### src/rtl/pi_lane_permuter_if.sv
// pi_lane_permuter_if
// Bundles the controller-facing signals of pi_lane_permuter.
// Ports (signals):
//   load, state_in, start  - controller -> permuter (load/start honoured only in IDLE)
//   inverse                - controller -> permuter, exists only with PI_INVERSE_EN
//   busy, done, state_out  - permuter -> controller
// Lane k = 5x+y of state_in/state_out lives at bits [LANE_W*k +: LANE_W].
interface pi_lane_permuter_if #(
  parameter int unsigned LANE_W = 1
);
  logic                  load;
  logic [25*LANE_W-1:0]  state_in;
  logic                  start;
`ifdef PI_INVERSE_EN
  logic                  inverse;
`endif
  logic                  busy;
  logic                  done;
  logic [25*LANE_W-1:0]  state_out;

  modport master (
    output load, state_in, start,
`ifdef PI_INVERSE_EN
    output inverse,
`endif
    input  busy, done, state_out
  );

  modport slave (
    input  load, state_in, start,
`ifdef PI_INVERSE_EN
    input  inverse,
`endif
    output busy, done, state_out
  );
endinterface

### src/rtl/pi_lane_permuter.sv
// pi_lane_permuter
// Sequential permutation of a 5x5 state of LANE_W-bit lanes. Each pass moves one lane per
// clock with (x,y) -> (y, (2x+3y) mod 5); ROUNDS passes run back to back per start, with a
// one-cycle COPY (src <= dst) between passes. When PI_INVERSE_EN is defined an inverse
// input is latched on start and selects (x,y) -> ((x+3y) mod 5, x) instead; otherwise
// only the forward mapping exists.
// Ports:
//   clk  - clock, rising edge
//   rst  - synchronous, active-high reset (clears state, buffers and counters)
//   bus  - pi_lane_permuter_if.slave
//            load/state_in : capture state into src (IDLE only)
//            start         : begin ROUNDS passes (IDLE only)
//            inverse       : mapping select, PI_INVERSE_EN builds only
//            busy          : high in MOVE and COPY
//            done          : one-cycle pulse when the last pass has finished
//            state_out     : dst buffer, same lane packing as state_in
module pi_lane_permuter #(
  parameter int unsigned LANE_W = 1,
  parameter int unsigned ROUNDS = 1
) (
  input logic              clk,
  input logic              rst,
  pi_lane_permuter_if.slave bus
);

  localparam int unsigned Lanes   = 25;
  localparam logic [4:0]  LastRnd = 5'(ROUNDS - 1);

  typedef enum logic [1:0] {
    StIdle,
    StMove,
    StCopy,
    StDone
  } state_e;

  state_e state, state_next;

  logic [LANE_W-1:0] src [Lanes];
  logic [LANE_W-1:0] dst [Lanes];
  logic [2:0]        x, y;
  logic [4:0]        rnd;
  logic              inv_q;

  logic [4:0] x5, y5;
  logic [4:0] src_idx, dst_idx;
  logic [4:0] fwd_m, inv_m;
  logic       last_lane;
  logic [25*LANE_W-1:0] out_flat;

  // Inputs never exceed 20, so three conditional subtracts reduce any of them mod 5.
  function automatic logic [4:0] mod5(input logic [4:0] v);
    logic [4:0] t;
    t = v;
    if (t >= 5'd20) t = t - 5'd20;
    if (t >= 5'd10) t = t - 5'd10;
    if (t >= 5'd5)  t = t - 5'd5;
    return t;
  endfunction

  // Lane index arithmetic, all at 5 bits.
  always_comb begin
    x5      = {2'b00, x};
    y5      = {2'b00, y};
    src_idx = (x5 << 2) + x5 + y5;
    fwd_m   = mod5((x5 << 1) + (y5 << 1) + y5);
    inv_m   = mod5(x5 + (y5 << 1) + y5);
    if (inv_q) begin
      dst_idx = (inv_m << 2) + inv_m + x5;
    end else begin
      dst_idx = (y5 << 2) + y5 + fwd_m;
    end
  end

  assign last_lane = (x == 3'd4) && (y == 3'd4);

  // State register.
  always_ff @(posedge clk) begin
    if (rst) begin
      state <= StIdle;
    end else begin
      state <= state_next;
    end
  end

  // Next state.
  always_comb begin
    state_next = state;
    unique case (state)
      StIdle: begin
        if (bus.start) state_next = StMove;
      end
      StMove: begin
        if (last_lane) state_next = (rnd == LastRnd) ? StDone : StCopy;
      end
      StCopy: state_next = StMove;
      StDone: state_next = StIdle;
      default: state_next = StIdle;
    endcase
  end

  // Buffers and counters.
  always_ff @(posedge clk) begin
    if (rst) begin
      for (int k = 0; k < Lanes; k++) begin
        src[k] <= '0;
        dst[k] <= '0;
      end
      x   <= '0;
      y   <= '0;
      rnd <= '0;
    end else begin
      unique case (state)
        StIdle: begin
          // Load and start may coincide; MOVE then reads the freshly loaded src.
          if (bus.load) begin
            for (int k = 0; k < Lanes; k++) begin
              src[k] <= bus.state_in[LANE_W*k +: LANE_W];
            end
          end
          if (bus.start) begin
            x   <= '0;
            y   <= '0;
            rnd <= '0;
          end
        end
        StMove: begin
          dst[dst_idx] <= src[src_idx];
          if (y == 3'd4) begin
            y <= '0;
            x <= last_lane ? 3'd0 : x + 3'd1;
          end else begin
            y <= y + 3'd1;
          end
        end
        StCopy: begin
          for (int k = 0; k < Lanes; k++) begin
            src[k] <= dst[k];
          end
          rnd <= rnd + 5'd1;
          x   <= '0;
          y   <= '0;
        end
        default: ;
      endcase
    end
  end

`ifdef PI_INVERSE_EN
  always_ff @(posedge clk) begin
    if (rst) begin
      inv_q <= 1'b0;
    end else if (state == StIdle && bus.start) begin
      inv_q <= bus.inverse;
    end
  end
`else
  assign inv_q = 1'b0;
`endif

  always_comb begin
    out_flat = '0;
    for (int k = 0; k < Lanes; k++) begin
      out_flat[LANE_W*k +: LANE_W] = dst[k];
    end
  end

  assign bus.state_out = out_flat;
  assign bus.busy      = (state == StMove) || (state == StCopy);
  assign bus.done      = (state == StDone);

endmodule

### src/flat_wrapper.sv
// flat-port wrapper written by rule: the top's interface ports become plain ports
module pi_lane_permuter_flat 
#(
  parameter int unsigned LANE_W = 1,
  parameter int unsigned ROUNDS = 1
)
  (clk, rst, bus_load, bus_state_in, bus_start, bus_busy, bus_done, bus_state_out);
  pi_lane_permuter_if #(.LANE_W(LANE_W)) bus_i ();
  input logic clk;
  input logic rst;
  input wire logic [$bits(bus_i.load)-1:0] bus_load;
  input wire logic [$bits(bus_i.state_in)-1:0] bus_state_in;
  input wire logic [$bits(bus_i.start)-1:0] bus_start;
  output wire logic [$bits(bus_i.busy)-1:0] bus_busy;
  output wire logic [$bits(bus_i.done)-1:0] bus_done;
  output wire logic [$bits(bus_i.state_out)-1:0] bus_state_out;
  assign bus_i.load = bus_load;
  assign bus_i.state_in = bus_state_in;
  assign bus_i.start = bus_start;
  assign bus_busy = bus_i.busy;
  assign bus_done = bus_i.done;
  assign bus_state_out = bus_i.state_out;
  pi_lane_permuter #(.LANE_W(LANE_W), .ROUNDS(ROUNDS)) u_core (.clk(clk), .rst(rst), .bus(bus_i));
endmodule
### config.mk
export PLATFORM = sky130hd
export DESIGN_NAME = pi_lane_permuter_flat
export DESIGN_NICKNAME = d
export VERILOG_FILES = /design/src/rtl/pi_lane_permuter_if.sv /design/src/rtl/pi_lane_permuter.sv /design/src/flat_wrapper.sv
export SDC_FILE = /design/constraint.sdc
export NUM_CORES = 1
export LEC_CHECK = 0
export BUFFER_PORTS_ARGS = -buffer_cell sky130_fd_sc_hd__buf_4
export CAP_MARGIN = 5
export CORE_MARGIN = 1.5
export CORE_UTILIZATION = 50
export CTS_BUF_LIST = sky130_fd_sc_hd__clkbuf_8
export DETAILED_ROUTE_END_ITERATION = 16
export GPL_TIMING_DRIVEN = 0
export PLACE_DENSITY = 0.73
export SYNTH_ARGS = -nofsm -noshare
export SYNTH_HDL_FRONTEND = slang
export SYNTH_SLANG_ARGS = --single-unit
export TNS_END_PERCENT = 1
### constraint.sdc
create_clock -name clk -period 5.7 [get_ports clk]
set_clock_uncertainty 0.2 [all_clocks]
set_input_delay 1.14 -clock clk [delete_from_list [all_inputs] [get_ports clk]]
set_output_delay 1.14 -clock clk [all_outputs]
set_load 0.02 [all_outputs]
* Yosys cells after proc, flatten, opt, wreduce, memory -nomap -nowiden *
Memory sizes are Yosys's and may differ from the RTL's.
Index checks and enable logic that the tools add are counted.

cells by class
  eq/ne operators = 8
  mux-type cells = 80
  order comparisons = 3
  $add $sub $neg = 12
  bitwise gates (word level) = 50
  reductions and logical operators = 11

operators with widths
  kind                   number
  $mux W1                65
  $or A1 B1 Y1           50
  $mux W5                5
  $add A5 B3 Y5          4
  $pmux W3 S3            2
  $mux W3                4
  $pmux W5 S2            1
  $pmux W2 S4            1
  $add A3 B1 Y3 const B  2
  $eq A3 B3 Y1 const B   2
  $reduce_and A2 Y1      3
  $add A4 B4 Y5          1
  $add A5 B1 Y5 const B  1
  $add A5 B5 Y5          1
  $ge A5 B3 Y1 const B   1
  $ge A5 B4 Y1 const B   1
  $ge A5 B5 Y1 const B   1
  $logic_not A5 Y1       1
  $sub A5 B3 Y5 const B  1
  $sub A5 B4 Y5 const B  1
  $sub A5 B5 Y5 const B  1
  $eq A2 B2 Y1 const B   2
  $mux W2                2
  $ne A2 B1 Y1 const B   2
  other kinds (9)        9

storage, ports and cells
  memories kept = 2
  logic and storage cells = 170
  memory bits (writable) = 50
  input bits = 29
  flip-flop bits (word level) = 13
  output and inout bits = 27

memories
  name        words  width  read ports  clocked after Yosys merged registers in  wr ports  line                    text
  u_core.dst  25     1      25          0                                        25        pi_lane_permuter.sv:39  logic [LANE_W-1:0] dst [Lanes];
  u_core.src  25     1      1           0                                        25        pi_lane_permuter.sv:38  logic [LANE_W-1:0] src [Lanes];

* Longest topological paths before layout *
Gate-level depths: netlist (run 1).

  depth in word-level cells = 10
  gate-level depth with buffers = 22
  gate-level depth less buffers = 21

* Worst setup path before layout (run 1) *
No wires, ideal clock.

  path kind = flip-flop to flip-flop
  from = register u_core.y[1]
  to = memory u_core.dst[16], data pin
  cell stages (with the launch flop) = 23
  library setup time = 0.140 ns
  arrival = 5.457 ns
  data required time = 5.360 ns
  slack = -0.097 ns
  path buffers = 1
  clock period less this slack = 5.797 ns
  cell sequence = dfxtp_1 > inv_1 > fa_1 > inv_1 > ha_1 > fa_1 > inv_1 > ha_1 > a311oi_1 > a2bb2oi_2 > nor2_1 > mux2_2 > a22oi_1 > fa_1 > inv_1 > ha_1 > a21o_1 > a21oi_1 > xnor2_1 > xnor2_2 > buf_6 > or4_4 > nor2_1

RTL lines
  item                    line                     text
  from (decl)             pi_lane_permuter.sv:40   logic [2:0] x, y;
  from (signal assigned)  pi_lane_permuter.sv:132  y <= y + 3'd1;
  to (decl)               pi_lane_permuter.sv:39

==> results of run 1 <==
[metal layers]
| layer | global-route usage | part of all wire | vias up |
|---|---|---|---|
| met2 | 0.384 | 0.50 | 78 |
| li1 | - | - | 1646 |
| met1 | 0.279 | 0.44 | 1588 |
| met4 | 0.108 | 0.021 | 0 |
| met5 | 0 | 0 | - |
| met3 | 0.0311 | 0.039 | 14 |
[critical path, stage by stage (launching register included)]
cell and delay (ps):
dfxtp_4 360, inv_4 40, fa_1 530, inv_1 50
ha_2 180, fa_2 540, inv_2 60, ha_4 160
a311oi_4 380, o21ai_1 210, mux2_4 350, a22oi_2 160
fa_1 460, inv_2 110, ha_4 200, a21o_1 190
a21oi_2 170, xnor2_2 100, xnor2_2 170, buf_6 140
or4_4 550, nor2_2 130
[path summary, 6_finish.rpt]
kind	endpoint	start
worst max-delay path	u_core.dst[22]	u_core.y[2]
worst min-delay path	u_core.x[1]	u_core.x[1]
worst max register to register	u_core.dst[22]	u_core.y[2]
worst min register to register	u_core.x[1]	u_core.x[1]
[cells by family (layout without fill, tap and decap cells)]
group | Yosys count | after routing
flops | 63 | 63
compound gates | 80 | 80
buf+inv | 65 | 148
simple gates | 152 | 152
mux | 19 | 19
fa+ha+maj | 33 | 33
xor+xnor | 16 | 16
[synth_stat cells (4+ instances only)]
library cell  number  share of area
mux2i_1           14          0.033
nor2_1            45          0.040
mux4_2             4          0.021
ha_1              26          0.076
buf_4             25          0.044
clkbuf_1          16          0.014
a21oi_1           28          0.033
o21bai_1          24          0.042
xor2_1             8          0.016
nand2b_1          10          0.015
inv_1             17          0.015
edfxtp_1          49           0.34
dfxtp_1           14          0.066
nand3_1            9          0.011
fa_1               7          0.033
o21ai_0            4         0.0047
xnor2_1            6          0.012
nor3_1            12          0.014
nand2_1           49          0.043
nand4_1            4         0.0059
[state kept, by name, summed over array words and instances, names as in the netlist]
signal and count:
u_core.dst 25, u_core.state 2, u_core.src 25, u_core.y 3, u_core.x 3, u_core.rnd 5
[timing repair]
action	4_1_cts	5_1_grt
pin swaps	6	17
gates cloned	0	1
hold endpoints to repair	0	0
resized for setup	18	23
buffers inserted	7	5
setup endpoints to repair	49	42
[power by group through the flow]
stage | clock network (mW) | logic [mW] | registers (mW)
after floorplan | 0 | 0.581 | 0.633
after global placement | 0 | 0.734 | 0.647
after detailed placement | 0 | 0.752 | 0.650
after CTS | 0.392 | 0.776 | 0.639
after global routing | 0.412 | 0.900 | 0.647
final | 0.388 | 0.812 | 0.638
[metrics by stage]
step,cell area [sq um],std cells
3_3_place_gp,4810,587
2_1_floorplan,4270,428
4_1_cts,5120,610
3_5_place_dp,4810,587
5_1_grt,5250,616
6_report,5250,616
[cell type report]
cell class | instances | share of cell area
clock inverter | 6 | 0.0114
sequential | 63 | 0.336
multi-input combinational | 300 | 0.436
clock buffer | 10 | 0.0262
inverter | 18 | 0.0133
timing repair buffer | 67 | 0.0958
buffer | 47 | 0.0563
tap | 105 | 0.0250
==> results_dict.tcl, run 1 <==
set metrics [dict create \
    cts_hold_buf 0 \
    critPathCaptureType "flip-flop" \
    io_pins 56 \
    async_flop_share 0 \
    yosys.area_share.xor_xnor 0.0364 \
    die_area_sq_um 9090 \
    drtIter0Drc 125 \
    drv_cap 0 \
    multi_input_area_sq_um 2290 \
    seq_area_sq_um 1760 \
    synth_compound_area_frac 0.129 \
    p_leak_nw 2.16 \
    clkPwrFrac 0.211 \
    start_util 0.517 \
    synth_edf_count 49 \
    final_util 0.636 \
    final_antenna_net_count 0 \
    nNetsFinal 568 \
    syn-cell-area_sq_um 4270 \
    power_density_nw_per_um2 350 \
    cts_buffers 9 \
    synthDistinctLibCells 56 \
    cts.sinks 63 \
    n_antenna_cell 0 \
    cts_tree "built" \
    grtUsageTotal 0.225 \
    clock_path_buffers 2 \
    total_power_mw 1.84 \
    pre_cts_slack_ps -544 \
    relSlewSlack 0.544 \
    cp.arrival_ps 5570 \
    hold_violations 0 \
    die_h_um 95.4 \
    tns_ps 0 \
    critPathMaxFanout 5 \
    synth_ff_type "edfxtp_1" \
    hold_path_class "reg -> reg" \
    fmax_ghz 0.179 \
    fp.dieW_um 95.4 \
    reg2reg_depth 21 \
    mostFrequentLayoutCells "buf_4 (92), nand2_1 (49), edfxtp_1 (49), nor2_1 (37), a21oi_1 (27)" \
    path_clk_slew_ps 70 \
    tightest_slew_ps 683 \
    seqPwrFrac 0.347 \
    gp_congestion 0.878 \
    ys_seq_elements 63 \
    syn-num-nets 490 \
    grt_pass1_wl_um 15300 \
    yosys.area_share.adder 0.109 \
    r2r_slack_ps 130 \
    area_delta_synth_final_pct 23.1 \
    n_fill_cell 681 \
    drc_errors 0 \
    worst_ep_required_time_ps 5700 \
    cp-start-kind "flip-flop" \
    hold_ws_ps 312 \
    synthMuxAreaShare 0.0566 \
    synth_top_family_by_area "simple AND/OR/NAND/NOR gates" \
    via_per_inst 5.40 \
    period_needed_ps 5570 \
    critPathKind "reg -> reg" \
    routedWlPerCell_um 15.7 \
    synth_simple_gate_area_frac 0.173 \
    fin_ws_ps 128 \
    sw_frac_of_total 0.383 \
    clock_latency_ps 340 \
    seq_area_frac_synth 0.411 \
    fin_crit_sh 0.978 \
    core-area_sq_um 8260 \
    grt_max_degree 16 \
    internal_power_mw 1.13 \
    outcome "complete, no violations" \
    final_common_cell "buf_4" \
    cts-root-buf "clkbuf_8" \
    rsz0062_at_grt "yes" \
    setup_viol 0 \
    dpl.hpwl_um 7480 \
    htreeDepth 3 \
    rows 33 \
    hold-path-cell-count 2 \
    drv_slew 0 \
    syn_inst 428 \
    drive_gt1_frac 0.319 \
    peakVddDrop_uv 165 \
    syn_avg_cell_area_sq_um 9.97 \
    via_count 3326 \
    synth_warnings 0 \
    switchingPower_uw 705 \
    grt_pass1_vias 3283 \
    wirelength_um 9660 \
    pwr-share-comb 0.442 \
    io_buffer_count 54 \
    gr-total-overflow 0 \
    antenna_found_initial 0 \
    dr.pass1.iters 4 \
]
Note: power is estimated with default switching activity, not from simulation.
==> inputs of run 2 (changes only) <==
ABC_CLOCK_PERIOD_IN_PS = 6900   (was not set)
PLACE_DENSITY = 0.71   (was 0.73)
clock period = 6.9 ns   (was 5.7 ns; I/O delays follow)
==> results_dict.tcl, run 2 (synthesis results as in run 1) <==
set metrics [dict create \
    cts_tree "built" \
    total_power_mw 1.47 \
    via_per_inst 5.37 \
    critPathCaptureType "flip-flop" \
    dr.pass1.iters 4 \
    rows 33 \
    path_clk_slew_ps 70 \
    mostFrequentLayoutCells "buf_4 (79), nand2_1 (49), edfxtp_1 (49), nor2_1 (45), a21oi_1 (28)" \
    final_antenna_net_count 0 \
    setup_viol 0 \
    grt_max_degree 16 \
    io_pins 56 \
    n_antenna_cell 0 \
    gp_congestion 0.862 \
    grtUsageTotal 0.225 \
    period_needed_ps 6450 \
    cts_setup_buffers 0 \
    start_util 0.517 \
    core-area_sq_um 8260 \
    gr-total-overflow 0 \
    tns_ps 0 \
    cts.sinks 63 \
    clock_latency_ps 340 \
    peakVddDrop_uv 117 \
    hold_violations 0 \
    reg_top3 "u_core.dst x25, u_core.src x25, u_core.rnd x5" \
    cts-root-buf "clkbuf_8" \
    cts_buffers 9 \
    critPathKind "reg -> reg" \
    rsz0062_at_grt "no" \
    power_density_nw_per_um2 294 \
    relSlewSlack 0.541 \
    cp.arrival_ps 6440 \
    drive_gt1_frac 0.239 \
    fmax_ghz 0.155 \
    critPathMaxFanout 10 \
    wirelength_um 9580 \
    final_util 0.604 \
    hold_ws_ps 347 \
    grt_pass1_vias 3185 \
    place_area_sq_um 4800 \
    die_area_sq_um 9090 \
    dpl.hpwl_um 7580 \
    routedWlPerCell_um 15.9 \
    drtIter0Drc 192 \
    htreeDepth 3 \
    drv_slew 0 \
    nNetsFinal 555 \
    cts_resized 0 \
    antenna_found_initial 0 \
    drc_errors 0 \
    fin_crit_sh 0.934 \
    p_leak_nw 2.08 \
    drv_cap 0 \
    area_delta_synth_final_pct 17.0 \
    hold_path_class "reg -> reg" \
    outcome "complete, no violations" \
    stdcell_area_sq_um 4990 \
    die_h_um 95.4 \
    final_common_cell "buf_4" \
    worst_ep_required_time_ps 6890 \
    tightest_slew_ps 688 \
    clock_path_buffers 2 \
    via_count 3238 \
    cts_hold_buf 0 \
    fp.dieW_um 95.4 \
    io_buffer_count 54 \
    grt_pass1_wl_um 15200 \
    cp-start-kind "flip-flop" \
]
run 2: cell types whose count changed in the layout (fill, tap and decap cells not counted), sizes merged:
cell	delta
buf	-13
clkbuf	-1
clkinv	+1
run 2: through the flow:
step / cells / setup WS [ps]
6_report: 603 / 453
5_1_grt: 603 / 14.1
4_1_cts: 603 / 466
3_5_place_dp: 587 / 485
3_3_place_gp: 587 / 694
2_1_floorplan: 428 / 1100
run 2: worst paths after layout:
kind	slack [ps]	endpoint	depth (start not counted)	startpoint
max	450	u_core.dst[20]	22	u_core.y[1]
min	350	u_core.dst[24]	2	u_core.dst[24]
max reg2reg	450	u_core.dst[20]	22	u_core.y[1]
min reg2reg	350	u_core.dst[24]	2	u_core.dst[24]
run 2: layout make-up:
type                    count  area (sq um)
fillers                   737          3270
multi-input cells         300          2150
flip-flops and latches     63          1750
repair buffers             54           405
plain buffers              47           295
well taps                 105           131
clock buffers               9           124
inverters                  18          67.6
clock inverters             7          63.8
run 2: layer usage:
| layer | wire length [um] | global-route usage | part of all wire | vias up |
|---|---|---|---|---|
| li1 | - | - | - | 1617 |
| met1 | 4320 | 0.292 | 0.45 | 1531 |
| met2 | 4690 | 0.366 | 0.49 | 80 |
| met3 | 439 | 0.0367 | 0.046 | 10 |
| met4 | 134 | 0.107 | 0.014 | 0 |
| met5 | 0 | 0 | 0 | - |
run 2: report_power, final:
group          leakage (nW)  total [mW]  internal [mW]  switching (mW)
sequential            0.631       0.529          0.493          0.0360
combinational          1.35       0.629          0.248           0.381
clock                0.0924       0.311          0.163           0.148
run 2: critical path, stage by stage (launching register included):
cell	delay, ps
dfxtp_1	540
inv_1	150
fa_1	550
inv_1	50
ha_1	200
fa_1	570
inv_1	80
ha_1	200
a311oi_1	560
a2bb2oi_2	370
nor2_1	100
mux2_2	280
a22oi_1	220
fa_1	460
inv_1	110
ha_1	230
a21o_1	150
a21oi_1	170
xnor2_1	130
xnor2_2	150
buf_6	150
or4_4	560
nor2_1	110
==> inputs of run 3 (changes only) <==
GPL_TIMING_DRIVEN = not set   (was 0)
==> results_dict.tcl, run 3 (synthesis results as in run 1) <==
set metrics [dict create \
    tightest_slew_ps 854 \
    final_common_cell "buf_4" \
    nNetsFinal 512 \
    setup_viol 0 \
    p_leak_nw 1.93 \
    cts.sinks 63 \
    tns_ps 0 \
    pre_cts_slack_ps 447 \
    final_util 0.571 \
    gr-total-overflow 0 \
    core-area_sq_um 8260 \
    drc_errors 0 \
    period_needed_ps 6510 \
    path_cells "inv_1 -> fa_1 -> inv_1 -> ha_1 -> fa_1 -> inv_1 -> ha_1 -> a311oi_1 -> a2bb2oi_2 -> nor2_1 -> mux2_2 -> a22oi_1 -> fa_1 -> inv_1 -> ha_1 -> a21o_1 -> a21oi_1 -> xnor2_1 -> xnor2_1 -> or4_4 -> nor2_1" \
    routedWlPerCell_um 16.4 \
    n_antenna_cell 0 \
    drtIter0Drc 153 \
    cts_resized 0 \
    grt_max_degree 55 \
    place_area_sq_um 4530 \
    die_h_um 95.4 \
    path_clk_slew_ps 70 \
    cp_common_cell "inv_1" \
    grt_pass1_wl_um 14300 \
    fp.dieW_um 95.4 \
    io_pins 56 \
    fmax_ghz 0.154 \
    stdcell_area_sq_um 4720 \
    cp.arrival_ps 6490 \
    grt_pass1_vias 2940 \
    dr.pass1.iters 5 \
    via_per_inst 5.55 \
    peakVddDrop_uv 102 \
    instances_no_fill 560 \
    clock_latency_ps 330 \
    reg_top3 "u_core.dst x25, u_core.src x25, u_core.rnd x5" \
    max_stage_delay_ps 610 \
    cts_hold_buf 0 \
    cts-root-buf "clkbuf_8" \
    hold_path_class "reg -> reg" \
    critPathTopFamily "adder cells" \
    die_area_sq_um 9090 \
    htreeDepth 3 \
    critPathMaxFanout 7 \
    critPathCaptureType "flip-flop" \
    power_density_nw_per_um2 301 \
    cts_buffers 9 \
    area_delta_synth_final_pct 10.6 \
    hold_violations 0 \
    cp-start-kind "flip-flop" \
    dpl.hpwl_um 6870 \
    wirelength_um 9180 \
    antenna_found_initial 0 \
    drv_slew 0 \
    drv_cap 0 \
    critPathKind "reg -> reg" \
    io_buffer_count 55 \
    grtUsageTotal 0.208 \
    final_antenna_net_count 0 \
    rows 33 \
    rsz0062_at_grt "no" \
    cts_tree "built" \
    mostFrequentLayoutCells "buf_4 (57), nand2_1 (49), edfxtp_1 (49), nor2_1 (45), a21oi_1 (28)" \
    outcome "complete, no violations" \
    gp_congestion 0.876 \
    relSlewSlack 0.429 \
    cp.buffers_inverters 4 \
    fin_ws_ps 392 \
    total_power_mw 1.42 \
    fin_crit_sh 0.943 \
    drive_gt1_frac 0.198 \
    hold_ws_ps 328 \
    dp_cells 543 \
    worst_ep_required_time_ps 6880 \
    start_util 0.517 \
    cts_setup_buffers 0 \
    slowest_stage "or4_4" \
    r2r_slack_ps 390 \
    via_count 3106 \
    clock_path_buffers 2 \
]
run 3: report_power, final:
part	internal, mW	switching [mW]
sequential	0.493	0.0321
clock	0.161	0.140
combinational	0.221	0.372
total	0.876	0.543
run 3: area by class of cell:
class,count,area [sq um]
multi-input combinational,301,2160
tap,105,131
fill,731,3540
timing repair buffer,57,428
clock inverter,7,56.3
inverter,18,67.6
clock buffer,9,124
sequential,63,1750
run 3: routing by layer:
metal / up-vias / GRT usage / share of wire
met2: 64 / 0.350 / 0.50
met1: 1505 / 0.276 / 0.45
li1: 1531 / - / -
met4: 0 / 0.0796 / 0.0080
met5: - / 0 / 0
met3: 6 / 0.0199 / 0.044
run 3: path summary, 6_finish.rpt:
kind	cells past startpoint	start	end
worst max-delay path	21	u_core.y[1]	u_core.dst[22]
worst min-delay path	2	u_core.rnd[4]	u_core.rnd[4]
worst max register to register	21	u_core.y[1]	u_core.dst[22]
worst min register to register	2	u_core.rnd[4]	u_core.rnd[4]
run 3: tightest hold or removal path: cells and delay by family, from the launching register on:
kind | cells | cell delay, ps
xor+xnor | 1 | 80
flops | 1 | 350
simple gates | 1 | 70
